**src/rtl/zynet_pkg.sv**
```systemverilog
// Shared definitions for the network result path.
// Holds the serializer FSM state type, default word/vector sizes and the
// index-width helper used to size word-index ports.
package zynet_pkg;

  localparam int unsigned DEF_WORD_SIZE   = 16;
  localparam int unsigned DEF_OUTPUT_SIZE = 10;

  typedef enum logic {
    ST_IDLE = 1'b0,
    ST_SEND = 1'b1
  } ser_state_t;

  // Width of an index selecting one of n words (never narrower than 1 bit).
  function automatic int unsigned idx_width(input int unsigned n);
    return (n > 1) ? $clog2(n) : 1;
  endfunction

endpackage

```
**src/rtl/result_serializer_argmax_tracker.sv**
```systemverilog
// argmax_tracker: running signed maximum over the words of one vector as
// they are transferred; publishes the index of the maximum on the final
// transfer. Ties keep the lower index (strict greater-than update).
// The whole module only exists when RESULT_ARGMAX_EN is defined, so the
// default build carries no comparator at all.
// Ports:
//   clk_i, reset_n_i : clock, asynchronous active-low reset
//   start_i          : vector capture edge; restarts tracking, drops class_valid_o
//   xfer_i           : a word is transferred this cycle
//   last_i           : the transferred word is the final one of the vector
//   word_i, index_i  : the word currently presented and its index
//   class_o          : index of the maximum of the last completed vector
//   class_valid_o    : class_o is valid
`ifdef RESULT_ARGMAX_EN
module argmax_tracker
  import zynet_pkg::*;
#(
  parameter int WORD_SIZE   = DEF_WORD_SIZE,
  parameter int OUTPUT_SIZE = DEF_OUTPUT_SIZE,
  localparam int IW         = idx_width(OUTPUT_SIZE)
) (
  input  logic                 clk_i,
  input  logic                 reset_n_i,
  input  logic                 start_i,
  input  logic                 xfer_i,
  input  logic                 last_i,
  input  logic [WORD_SIZE-1:0] word_i,
  input  logic [IW-1:0]        index_i,
  output logic [IW-1:0]        class_o,
  output logic                 class_valid_o
);

  logic signed [WORD_SIZE-1:0] r_max;
  logic [IW-1:0]               r_max_idx;
  logic                        r_seen;
  logic                        w_take;
  logic [IW-1:0]               w_best_idx;

  // The first word of a vector always seeds the maximum.
  assign w_take     = xfer_i && (!r_seen || ($signed(word_i) > r_max));
  assign w_best_idx = w_take ? index_i : r_max_idx;

  always_ff @(posedge clk_i or negedge reset_n_i) begin
    if (!reset_n_i) begin
      r_max         <= '0;
      r_max_idx     <= '0;
      r_seen        <= 1'b0;
      class_o       <= '0;
      class_valid_o <= 1'b0;
    end else if (start_i) begin
      r_seen        <= 1'b0;
      class_valid_o <= 1'b0;
    end else if (xfer_i) begin
      r_seen <= 1'b1;
      if (w_take) begin
        r_max     <= $signed(word_i);
        r_max_idx <= index_i;
      end
      if (last_i) begin
        class_o       <= w_best_idx;
        class_valid_o <= 1'b1;
      end
    end
  end

endmodule
`endif

```
**src/rtl/result_serializer.sv**
```systemverilog
// result_serializer: captures one network output vector (OUTPUT_SIZE signed
// words of WORD_SIZE bits) and streams it word by word over a valid/ready
// interface, index 0 first.
// Build option: define RESULT_ARGMAX_EN to add argmax tracking (class_o /
// class_valid_o); otherwise both are tied to 0.
// Ports:
//   clk_i, reset_n_i : clock, asynchronous active-low reset
//   valid_i, data_i  : incoming vector; word k at bits [(k+1)*W-1 : k*W]
//   yumi_o           : vector consumed this cycle (valid_i while idle)
//   valid_o, ready_i : serial word handshake
//   data_o, index_o  : serial word and its index
//   last_o           : data_o carries word OUTPUT_SIZE-1
//   class_o          : argmax index of the last completed vector
//   class_valid_o    : class_o is valid
module result_serializer
  import zynet_pkg::*;
#(
  parameter int WORD_SIZE   = DEF_WORD_SIZE,
  parameter int OUTPUT_SIZE = DEF_OUTPUT_SIZE,
  localparam int IW         = idx_width(OUTPUT_SIZE)
) (
  input  logic                             clk_i,
  input  logic                             reset_n_i,
  input  logic                             valid_i,
  input  logic [OUTPUT_SIZE*WORD_SIZE-1:0] data_i,
  output logic                             yumi_o,
  output logic                             valid_o,
  input  logic                             ready_i,
  output logic [WORD_SIZE-1:0]             data_o,
  output logic [IW-1:0]                    index_o,
  output logic                             last_o,
  output logic [IW-1:0]                    class_o,
  output logic                             class_valid_o
);

  localparam logic [IW-1:0] LAST_IDX = IW'(OUTPUT_SIZE - 1);

  ser_state_t           r_state;
  ser_state_t           w_state_nxt;
  logic [WORD_SIZE-1:0] r_buf [OUTPUT_SIZE];
  logic [IW-1:0]        r_index;
  logic                 w_capture;
  logic                 w_xfer;

  assign w_capture = (r_state == ST_IDLE) && valid_i;
  assign w_xfer    = valid_o && ready_i;

  // State register
  always_ff @(posedge clk_i or negedge reset_n_i) begin
    if (!reset_n_i) begin
      r_state <= ST_IDLE;
    end else begin
      r_state <= w_state_nxt;
    end
  end

  // Next-state logic
  always_comb begin
    w_state_nxt = r_state;
    case (r_state)
      ST_IDLE: if (valid_i)           w_state_nxt = ST_SEND;
      ST_SEND: if (w_xfer && last_o)  w_state_nxt = ST_IDLE;
      default:                        w_state_nxt = ST_IDLE;
    endcase
  end

  // Output logic
  always_comb begin
    yumi_o  = 1'b0;
    valid_o = 1'b0;
    last_o  = 1'b0;
    case (r_state)
      ST_IDLE: yumi_o = valid_i;
      ST_SEND: begin
        valid_o = 1'b1;
        last_o  = (r_index == LAST_IDX);
      end
      default: ;
    endcase
  end

  assign data_o  = r_buf[r_index];
  assign index_o = r_index;

  // Vector buffer and word index
  always_ff @(posedge clk_i or negedge reset_n_i) begin
    if (!reset_n_i) begin
      r_index <= '0;
      for (int unsigned k = 0; k < OUTPUT_SIZE; k++) begin
        r_buf[k] <= '0;
      end
    end else if (w_capture) begin
      r_index <= '0;
      for (int unsigned k = 0; k < OUTPUT_SIZE; k++) begin
        r_buf[k] <= data_i[k*WORD_SIZE +: WORD_SIZE];
      end
    end else if (w_xfer && !last_o) begin
      r_index <= r_index + 1'b1;
    end
  end

`ifdef RESULT_ARGMAX_EN
  argmax_tracker #(
    .WORD_SIZE   (WORD_SIZE),
    .OUTPUT_SIZE (OUTPUT_SIZE)
  ) u_argmax (
    .clk_i         (clk_i),
    .reset_n_i     (reset_n_i),
    .start_i       (w_capture),
    .xfer_i        (w_xfer),
    .last_i        (last_o),
    .word_i        (data_o),
    .index_i       (r_index),
    .class_o       (class_o),
    .class_valid_o (class_valid_o)
  );
`else
  assign class_o       = '0;
  assign class_valid_o = 1'b0;
`endif

endmodule
```
**config.mk**
```make
export PLATFORM = sky130hd
export DESIGN_NAME = result_serializer
export DESIGN_NICKNAME = d
export VERILOG_FILES = /design/src/rtl/zynet_pkg.sv /design/src/rtl/result_serializer_argmax_tracker.sv /design/src/rtl/result_serializer.sv
export SDC_FILE = /design/constraint.sdc
export NUM_CORES = 1
export LEC_CHECK = 0
export ABC_CLOCK_PERIOD_IN_PS = 5100
export BUFFER_PORTS_ARGS = -buffer_cell sky130_fd_sc_hd__buf_2
export CAP_MARGIN = 10
export CORE_ASPECT_RATIO = 0.6
export CORE_MARGIN = 5
export CORE_UTILIZATION = 33
export DETAILED_ROUTE_END_ITERATION = 16
export SLEW_MARGIN = 20
export SYNTH_ARGS = -nofsm -noshare
export SYNTH_HDL_FRONTEND = slang
export SYNTH_SLANG_ARGS = --single-unit
```
**constraint.sdc**
```tcl
create_clock -name clk_i -period 5.1 [get_ports clk_i]
set_clock_uncertainty 0.15 [all_clocks]
set_input_delay 1.02 -clock clk_i [delete_from_list [all_inputs] [get_ports clk_i]]
set_output_delay 1.02 -clock clk_i [all_outputs]
set_load 0.01 [all_outputs]
```
==> results of run 1 <==
[cell families (layout without fill, tap and decap cells)]
family | Yosys count | after routing | share of synthesized area [%]
other cells | 1 | 5 | 0.04858
compound gates | 39 | 39 | 3.518
mux | 66 | 66 | 11.93
buf+inv | 63 | 229 | 4.928
fa+ha+maj | 2 | 2 | 0.3241
flops | 165 | 165 | 53.49
simple gates | 523 | 523 | 25.76
[cell usage after synthesis]
master    instances  area share, %
inv_1             4           0.19
o41ai_1           1           0.11
clkbuf_2          1          0.065
ha_1              2           0.32
buf_1             3           0.15
o21ai_0           1          0.065
inv_4             1          0.081
nand2_1         500             24
a21oi_1           3           0.19
buf_2            19            1.2
mux2i_1           2           0.26
o31ai_1          15            1.5
buf_12            3           0.78
nor3b_2           1           0.16
nor2_1           16           0.78
mux4_2           16            4.7
o22ai_1          16            1.3
buf_6             2           0.29
nor2_2            1          0.081
o31ai_2           1           0.16
mux2_2           48            7.0
dfrtp_1         165             53
or3_1             1          0.081
conb_1            1          0.049
and4_1            1           0.11
a31oi_1           1          0.081
nand2b_1          2           0.16
buf_4            14            1.4
nand3_1           1          0.065
a2111o_1          1           0.15
clkbuf_1         16           0.78
[sequential cells by signal (all words and copies together) (netlist names)]
register	flops
r_buf	160
r_state	1
index_o	4
[per-layer routing]
| metal | vias to the layer above | track usage, % | routed length, um |
|---|---|---|---|
| li1 | 3040 | - | - |
| met1 | 3007 | 28.16 | 12440 |
| met2 | 196 | 25.35 | 9945 |
| met3 | 18 | 6.116 | 1871 |
| met4 | 0 | 3.846 | 229 |
| met5 | - | 0 | 0 |
[cell type report]
type	count	area, um2
clock inverter	12	142.6
clock buffer	20	456.7
timing repair buffer	192	994.7
fill	2355	13710
multi-input combinational	635	3232
tap	315	394.1
inverter	5	21.27
sequential	165	4133
[power by group through the flow]
stage	clock network, mW	logic, mW	registers, mW
2_1_floorplan	0	1.73	2.23
3_3_place_gp	0	2.19	2.58
3_5_place_dp	0	2.23	2.57
4_1_cts	1.34	2.25	2.56
5_1_grt	1.39	2.47	2.65
6_report	1.32	2.22	2.57
[stage by stage]
step           cell area (um2)  worst slack, ns  hold slack, ns  power (mW)
2_1_floorplan             7734            2.313          0.2901       3.962
3_3_place_gp              8775            1.599          0.3032       4.765
6_report                  9374            1.115          0.3182       6.103
3_5_place_dp              8775            1.555          0.3091       4.801
4_1_cts                   9374            1.077          0.3247       6.148
5_1_grt                   9374           0.8990          0.3419       6.513
[final timing paths]
kind / start / slack [ns] / endpoint
setup / recovery: index_o[1] / 1.12 / data_o[9]
hold / removal: r_buf[104] / 0.32 / r_buf[104]
setup reg to reg: r_state / 2.38 / index_o[1]
hold reg to reg: r_buf[104] / 0.32 / r_buf[104]
max in group asynchronous: reset_n_i / 3.37 / r_buf[70]
min in group asynchronous: reset_n_i / 0.52 / r_buf[23]
[worst max-delay path, delay by kind of cell (launching register included)]
kind	cells	cell delay (ns)
DFF	1	1.04
and+or+nand+nor	1	0.63
AOI/OAI and AO/OA	2	0.51
buffers and inverters	1	0.21
[placed cells by master (no fill, tap or decap), types with 4 or more instances in the layout]
cell	netlist	layout
mux2_2	48	48
dfrtp_1	165	164
o31ai_1	15	15
conb_1	1	5
buf_2	19	185
clkbuf_16	0	17
buf_4	14	5
nor2_1	16	16
inv_1	4	4
mux4_2	16	16
o22ai_1	16	16
nand2_1	500	500
==> summary.txt, run 1 <==
Worst EP required: 3.93 ns
Detail Route Antenna Nets: 0
status: complete, no violations
overall routing resource usage: 18.43%
HP Class: flip-flop to flip-flop
cell internal pwr: 3.769 mW
die area: 26650 um2
Comb pwr share: 36.3%
synth warn: 0
Seq/Total Area, Yosys: 53.49%
Via density: 4.658
slowest stage delay, CP: 1.04 ns
largest net degree at the start of global routing: 90
TritonCTS Buffers: 17
Skew-Pair Late Insertion Delay: 0.43 ns
Avg WL per Cell: 18.22 um
Hold Buf Count CTS: 0
Distinct cells, synth: 31
gpl congestion: 0.8113
#FFs+latches synth: 165
# IOs: 192
clock network power share: 21.6%
Switching Share: 38.25%
number of max-cap violations: 0
Cell Rows: 43
clock root cell: clkbuf_16
Reg power frac: 42.1%
first-pass GRT wire length: 37790 um
PortBufs: 186
drt total wl: 24480 um
CTS tree: done
final net count: 1182
vias in the first global route: 6417
post-DP HPWL: 18130 um
via count: 6261
final hold violation count: 0
starting density of the core: 33.44%
CTS Sinks: 165
TritonRoute pass-1 iters: 5
hold-critical path depth: 2
Slew HR: 29.86%
share of cells above drive strength 1: 28.47%
worst-path fanout max: 24
Worst Max-Slew Pin Slew: 1.052 ns
final cell count without fillers: 1344
initial antenna violation count: 0
initial DRC count: 399
Setup TNS Final: 0 ns
leakage power: 5.000 nW
CTS H-tree lvls: 4
Worst setup SP type: flip-flop
Core Region: 23080 um2
RSZ-0062 raised after global routing: no
# setup viols final: 0
Critical Path Sink Type: output port
minimum clock period: 3.985 ns
post-layout util: 40.61%
Worst-path clk slew: 0.06 ns
Max Root-Sink Buffers: 2
CP arrival: 2.81 ns
f_max: 251.0 MHz
die height: 128.5 um
setup bufs post-CTS: 0
Post-CTS Resized: 0
DR DRC count: 0
Worst R2R Path Depth: 5
Power Dens Cells: 651.1 nW/um2
area grow syn2layout: 21.45%
VDD IR max: 0.2636 mV
global route overflow: 0
Crit Path Class: flip-flop to output port
Post-Syn Instances: 859
final worst-path cycle share: 78.13%
P_sw: 2.335 mW
Mean Syn Cell Area: 8.986 um2
Final Max Tran Viols: 0
critical path, cell by cell: nand2b_1 -> o22ai_1 -> o31ai_1 -> buf_2
Crit-path slowest cell: dfrtp_1
Die X: 207.4 um
Antenna Cells: 0
synthesized area: 7719 um2
placed instance count: 1312
No activity file was read; power rests on OpenSTA's default activity.
==> run 2: changes to the inputs <==
ABC_AREA = 1   (was default)
ABC_CLOCK_PERIOD_IN_PS = 4000   (was 5100)
clock period = 4 ns   (was 5.1 ns; I/O delays follow)
==> run 2 against run 1 <==
  * Flip-flop and latch count did not move
  * Design area rose by 7.7%
  * Via count rose by 16%
  * Global-route usage rose by 0.42 points
  * Final cell count rose by 19%
  * Die area rose by 10%
  * Register-to-register slack got worse by 0.42 ns
  * Worst hold slack got worse by 0.030 ns
  * Sequential power rose by 12%
  * Count of clock-buffer cells in the layout rose by 2
  * Critical path depth rose by 1
  * Non-clock buffer count rose by 3
  * Critical path type unchanged
  * Highest routed layer is now met5
==> summary.txt, run 2 <==
CP most frequent cell: nand3_1
Skew-Pair Late Insertion Delay: 0.43 ns (about the same)
fillers: 2760 (was 2355)
EDFF count, synth: 0 (unchanged)
leading area contributor after synthesis: dfrtp_1 (unchanged)
Worst Max-Slew Pin Slew: 0.8901 ns (was 1.052 ns)
share of cells above drive strength 1: 26.67% (was 28.47%)
VDD IR max: 0.2979 mV (was 0.2636 mV)
most frequent cell after synthesis: nand2_1 (unchanged)
leakage power: 5.280 nW (was 5.000 nW)
final net count: 1399 (was 1182)
Mean Syn Cell Area: 7.916 um2 (was 8.986 um2)
final hold violation count: 0 (unchanged)
# IOs: 192 (unchanged)
reg2reg start: index_o[1] (was r_state)
die area: 29430 um2 (was 26650 um2)
commonest cells after routing, fill and taps aside: nand2_1 (469), buf_2 (185), dfrtp_1 (163) (was nand2_1 (500), buf_2 (185), dfrtp_1 (164))
PortBufs: 186 (unchanged)
overall routing resource usage: 18.85% (was 18.43%)
Post-CTS Resized: 0 (unchanged)
Critical Path Sink Type: output port (unchanged)
status: complete, no violations (unchanged)
TritonCTS Buffers: 17 (unchanged)
slowest stage delay, CP: 0.93 ns (was 1.04 ns)
Antenna Cells: 0 (unchanged)
starting density of the core: 33.72% (was 33.44%)
initial antenna violation count: 3 (was 0)
Power Dens Cells: 808.3 nW/um2 (was 651.1 nW/um2)
f_max: 294.9 MHz
Crit Path Class: flip-flop to output port (unchanged)
#FFs+latches synth: 165 (unchanged)
area grow syn2layout: 17.70% (was 21.45%)
r2r endpoint: index_o[2] (was index_o[1])
vias in the first global route: 6974 (was 6417)
flip-flop count of the largest register after layout: 160 (unchanged)
Worst setup SP type: flip-flop (unchanged)
die height: 134.9 um (was 128.5 um)
Async SR Flop Fraction: 100.0% (unchanged)
global route overflow: 0 (unchanged)
CTS Sinks: 165 (unchanged)
Avg WL per Cell: 17.40 um (was 18.22 um)
final worst-path cycle share: 84.78%
Slew HR: 40.66% (was 29.86%)
DR DRC count: 0 (unchanged)
RSZ-0062 raised after global routing: no (unchanged)
Worst-path clk slew: 0.07 ns (was 0.06 ns)
Setup TNS Final: 0 ns (unchanged)
Max Root-Sink Buffers: 2 (unchanged)
Die X: 218.2 um (was 207.4 um)
drt total wl: 27790 um (was 24480 um)
minimum clock period: 3.391 ns
CTS H-tree lvls: 4 (unchanged)
Detail Route Antenna Nets: 0 (unchanged)
Final Max Tran Viols: 0 (unchanged)
Hold Buf Count CTS: 0 (unchanged)
top cells by count, synth: nand2_1 (469), dfrtp_1 (165), inv_1 (116) (was nand2_1 (500), dfrtp_1 (165), mux2_2 (48))
setup bufs post-CTS: 0 (unchanged)
synthesized area: 8581 um2 (was 7719 um2)
Worst R2R Path Depth: 7 (was 5)
post-DP HPWL: 20570 um (was 18130 um)
gpl congestion: 0.8333 (was 0.8113)
clock root cell: clkbuf_16 (unchanged)
first-pass GRT wire length: 42170 um (was 37790 um)
HP Class: input port to asynchronous set/reset pin (was flip-flop to flip-flop)
Yosys top cell area share: 48.12% (was 53.49%)
largest net degree at the start of global routing: 103 (was 90)
CP arrival: 2.44 ns (was 2.81 ns)
CTS tree: done (unchanged)
Cell Rows: 45 (was 43)
critical path, cell by cell: inv_1 -> nand3_1 -> nand3_1 -> nand2_1 -> buf_2 (was nand2b_1 -> o22ai_1 -> o31ai_1 -> buf_2)
Core Region: 25450 um2 (was 23080 um2)
initial DRC count: 705 (was 399)
TritonRoute pass-1 iters: 5 (unchanged)
Synth area leaders: dfrtp_1 (48%), nand2_1 (21%), o21ai_2 (10%) (was dfrtp_1 (53%), nand2_1 (24%), mux2_2 (7.0%))
Largest Register: r_buf (unchanged)
synth warn: 0 (unchanged)
Post-Syn Instances: 1084 (was 859)
crit path launch: index_o[2] (was index_o[1])
Via density: 4.550 (was 4.658)
Distinct cells, synth: 23 (was 31)
Worst EP required: 3.05 ns (was 3.93 ns)
number of max-cap violations: 0 (unchanged)
# setup viols final: 0 (unchanged)
Seq/Total Area, Yosys: 48.12% (was 53.49%)
total power: 8.164 mW (was 6.103 mW)
most common cell after layout, fill and taps aside: nand2_1 (unchanged)
via count: 7267 (was 6261)
worst-path fanout max: 23 (was 24)
Top FF cell, synth: dfrtp_1 (unchanged)
R2R setup slack: 1.96 ns (was 2.38 ns)
Crit-path slowest cell: dfrtp_1 (unchanged)
==> run 2: per-stage QoR <==
step | util [%] | setup WS, ns | area, um2 | hold WS (ns) | instances
after global routing | 39.69 | 0.4276 | 10100 | 0.3250 | 1597
after floorplan | - | 1.811 | 8596 | 0.2992 | 1088
after detailed placement | 37.52 | 1.077 | 9549 | 0.3159 | 1566
after global placement | 37.52 | 1.074 | 9549 | 0.3117 | 1566
final | 39.69 | 0.6089 | 10100 | 0.2878 | 1597
after CTS | 39.69 | 0.6078 | 10100 | 0.3008 | 1597
==> run 2: kinds of logic (layout without fill, tap and decap cells) <==
group,Yosys count,after routing,share of synthesized area (%)
other,1,5,0.04370
XOR/XNOR,2,2,0.2042
AO/OA/AOI/OAI,115,115,11.10
flip-flops,165,165,48.12
buffers and inverters,190,347,11.78
adder cells (fa/ha/maj),2,2,0.2916
AND/OR/NAND/NOR,609,609,28.46
==> run 2: layer usage <==
| metal | up-vias | GRT usage, % | routed length (um) |
|---|---|---|---|
| met2 | 186 | 23.57 | 10640 |
| li1 | 3640 | - | - |
| met1 | 3415 | 31.66 | 15210 |
| met4 | 6 | 3.276 | 233 |
| met5 | - | 0 | 47 |
| met3 | 20 | 4.862 | 1665 |
==> run 2: critical path, delay by kind of cell (launching register included) <==
kind	cells	cell delay, ns
DFF	1	0.93
buffers and inverters	2	0.62
and+or+nand+nor	3	0.44
==> run 2: worst max path at each step <==
stage,end,slack [ns]
final,data_o[3],0.61
after global placement,data_o[4],1.07
after global routing,data_o[11],0.43
after detailed placement,data_o[3],1.08
after floorplan,yumi_o,1.81
after CTS,data_o[3],0.61
==> run 2: final cells by class <==
cell class              instances  area, um2  area share (%)
multi-input cells             733       3456           34.22
repair buffers                195       1055           10.44
clock buffers                  22      444.2           4.398
well taps                     352      440.4           4.361
flip-flops and latches        165       4134           40.93
inverters                     121      464.2           4.596
clock inverters                 9      106.4           1.053
==> run 2: report_power, final <==
| part | switching [mW] | internal (mW) | leakage (nW) |
|---|---|---|---|
| clock network | 0.678 | 0.914 | 0.260 |
| logic | 2.40 | 1.30 | 3.10 |
| registers | 0.377 | 2.50 | 1.92 |
==> run 3: changes to the inputs <==
ABC_CLOCK_PERIOD_IN_PS = 3100   (was 4000)
clock period = 3.1 ns   (was 4 ns; I/O delays follow)
==> run 3 against run 2 <==
  * Largest cell class unchanged
  * Critical path type unchanged
  * Clock power rose by 36%
  * Non-clock buffer count rose by 9
  * Register-to-register slack got worse by 0.94 ns
  * Critical path depth rose by 2
==> summary.txt, run 3 (synthesized netlist as in run 2, its figures left out) <==
status: complete, no violations (unchanged)
Worst-path clk slew: 0.07 ns (about the same)
Final Max Tran Viols: 0 (unchanged)
Met3 Routed Length: 2255 um (was 1665 um)
Power Dens Cells: 1053 nW/um2 (was 808.3 nW/um2)
Comb pwr share: 45.3% (about the same)
f_max: 338.7 MHz
via count: 7436 (was 7267)
global route overflow: 0 (unchanged)
first-pass GRT wire length: 43860 um (was 42170 um)
gpl congestion: 0.9302 (was 0.8333)
CTS H-tree lvls: 4 (unchanged)
commonest cells after routing, fill and taps aside: nand2_1 (469), buf_2 (185), dfrtp_1 (163) (unchanged)
Cell Rows: 45 (unchanged)
Core Region: 25450 um2 (unchanged)
Avg WL per Cell: 17.86 um (was 17.40 um)
CTS Sinks: 165 (unchanged)
Max Root-Sink Buffers: 2 (unchanged)
hold-critical path depth: 3
cell internal pwr: 6.159 mW (was 4.712 mW)
vias in the first global route: 7335 (was 6974)
worst-path fanout max: 64 (was 23)
DR DRC count: 0 (unchanged)
die height: 134.9 um (unchanged)
final net count: 1408 (was 1399)
post-DP HPWL: 21910 um (was 20570 um)
clock root cell: clkbuf_16 (unchanged)
CTS tree: done (unchanged)
final hold violation count: 0 (unchanged)
Worst R2R Path Depth: 7 (unchanged)
worst setup margin: 0.1472 ns (was 0.6089 ns)
dpl ws: 0.4593 ns (was 1.077 ns)
metal2 WL: 11300 um (was 10640 um)
Reg power frac: 34.6% (was 35.2%)
largest net degree at the start of global routing: 69 (was 103)
Switching Share: 42.78% (was 42.29%)
Largest Register: r_buf (unchanged)
Setup TNS Final: 0 ns (unchanged)
minimum clock period: 2.953 ns
Die X: 218.2 um (unchanged)
overall routing resource usage: 19.63% (was 18.85%)
TritonRoute pass-1 iters: 6 (was 5)
RSZ-0062 raised after global routing: no (unchanged)
slowest stage delay, CP: 0.59 ns (was 0.93 ns)
# setup viols final: 0 (unchanged)
VDD IR max: 0.4849 mV (was 0.2979 mV)
post-layout util: 40.17% (was 39.69%)
critical path, cell by cell: inv_6 -> nand2_1 -> nand3_1 -> nand3_1 -> nand3_1 -> nand2_1 -> buf_2 (was inv_1 -> nand3_1 -> nand3_1 -> nand2_1 -> buf_2)
most common cell after layout, fill and taps aside: nand2_1 (unchanged)
drt total wl: 28700 um (was 27790 um)
Reg area: 4134 um2 (unchanged)
PortBufs: 186 (unchanged)
initial antenna violation count: 0 (was 3)
Critical Path Sink Type: output port (unchanged)
Crit-path slowest cell: dfrtp_4 (was dfrtp_1)
P_sw: 4.605 mW (was 3.452 mW)
Skew-Pair Late Insertion Delay: 0.43 ns (about the same)
Crit Path Class: flip-flop to output port (unchanged)
number of max-cap violations: 0 (unchanged)
flip-flop count of the largest register after layout: 160 (unchanged)
fillers: 2674 (was 2760)
area grow syn2layout: 19.15% (was 17.70%)
Slew HR: 56.75% (was 40.66%)
share of cells above drive strength 1: 27.57% (was 26.67%)
CP arrival: 2.18 ns (was 2.44 ns)
Detail Route Antenna Nets: 0 (unchanged)
HP Class: input port to flip-flop (was input port to asynchronous set/reset pin)
clock network power share: 20.1% (was 19.5%)
initial DRC count: 620 (was 705)
Worst setup SP type: flip-flop (unchanged)
# IOs: 192 (unchanged)
CP most frequent cell: nand3_1 (unchanged)
starting density of the core: 33.72% (unchanged)
leakage power: 5.355 nW (was 5.280 nW)
Antenna Cells: 0 (unchanged)
Worst EP required: 2.33 ns (was 3.05 ns)
final worst-path cycle share: 95.25%
Via density: 4.627 (was 4.550)
total power: 10.76 mW (was 8.164 mW)
top layer used by detailed routing: met4 (was met5)
TritonCTS Buffers: 17 (unchanged)
Metal-1 WL: 14360 um (was 15210 um)
multi-input logic area: 3456 um2 (unchanged)
Worst Max-Slew Pin Slew: 0.6467 ns (was 0.8901 ns)
setup bufs post-CTS: 0 (unchanged)
die area: 29430 um2 (unchanged)
run 3: cell types whose count changed in the layout (fill, tap and decap cells not counted):
cell,delta
inv_4,-1
clkinv_2,-1
dlygate4sd3_1,+1
inv_6,+5
buf_4,+7
buf_6,+1
clkbuf_8,+2
clkinv_4,+1
clkbuf_1,-5
run 3: layer usage:
metal / up-vias / track usage (%)
li1: 3651 / -
met1: 3471 / 30.67
met2: 269 / 25.93
met3: 45 / 5.019
met4: 0 / 6.448
met5: - / 0
run 3: worst paths after layout:
kind | startpoint | end | slack [ns]
max | index_o[0] | data_o[0] | 0.15
min | data_i[136] | r_buf[24] | 0.23
max reg2reg | index_o[0] | index_o[2] | 1.02
min reg2reg | r_buf[149] | r_buf[149] | 0.33
max in group asynchronous | reset_n_i | index_o[1] | 1.49
min in group asynchronous | reset_n_i | r_buf[71] | 0.56
run 3: stage by stage:
stage          std cells  instance area, um2  hold WS [ns]
6_report            1607               10220        0.2334
5_1_grt             1607               10220        0.2250
4_1_cts             1607               10220        0.2116
3_5_place_dp        1574                9609        0.3161
3_3_place_gp        1574                9609        0.3142
2_1_floorplan       1088                8596        0.1744
run 3: final cells by class:
type	instances	share of cell area, %
well taps	352	4.308
repair buffers	204	11.04
clock buffers	19	4.430
multi-input cells	733	33.80
clock inverters	13	1.420
flip-flops and latches	165	40.44
inverters	121	4.565
run 3: worst max-delay path: cells and delay by family (launching register included):
| kind | cells | cell delay [ns] |
|---|---|---|
| AND/OR/NAND/NOR | 5 | 0.60 |
| flip-flops | 1 | 0.59 |
| buffers and inverters | 2 | 0.54 |
run 3: power by group through the flow:
stage                     sequential (mW)  combinational [mW]  clock, mW
after CTS                            3.70                4.88       2.21
final                                3.72                4.88       2.17
after floorplan                      3.55                3.47          0
after detailed placement             3.73                4.85          0
after global routing                 3.82                5.44       2.30
after global placement               3.71                4.79          0
run 3: timing repair:
item / CTS / global route
hold buffers: 1 / 0
endpoints found under the setup margin: 1 / 15
hold endpoints to repair: 31 / 0
cloned: 0 / 0
gates resized for setup: 1 / 1
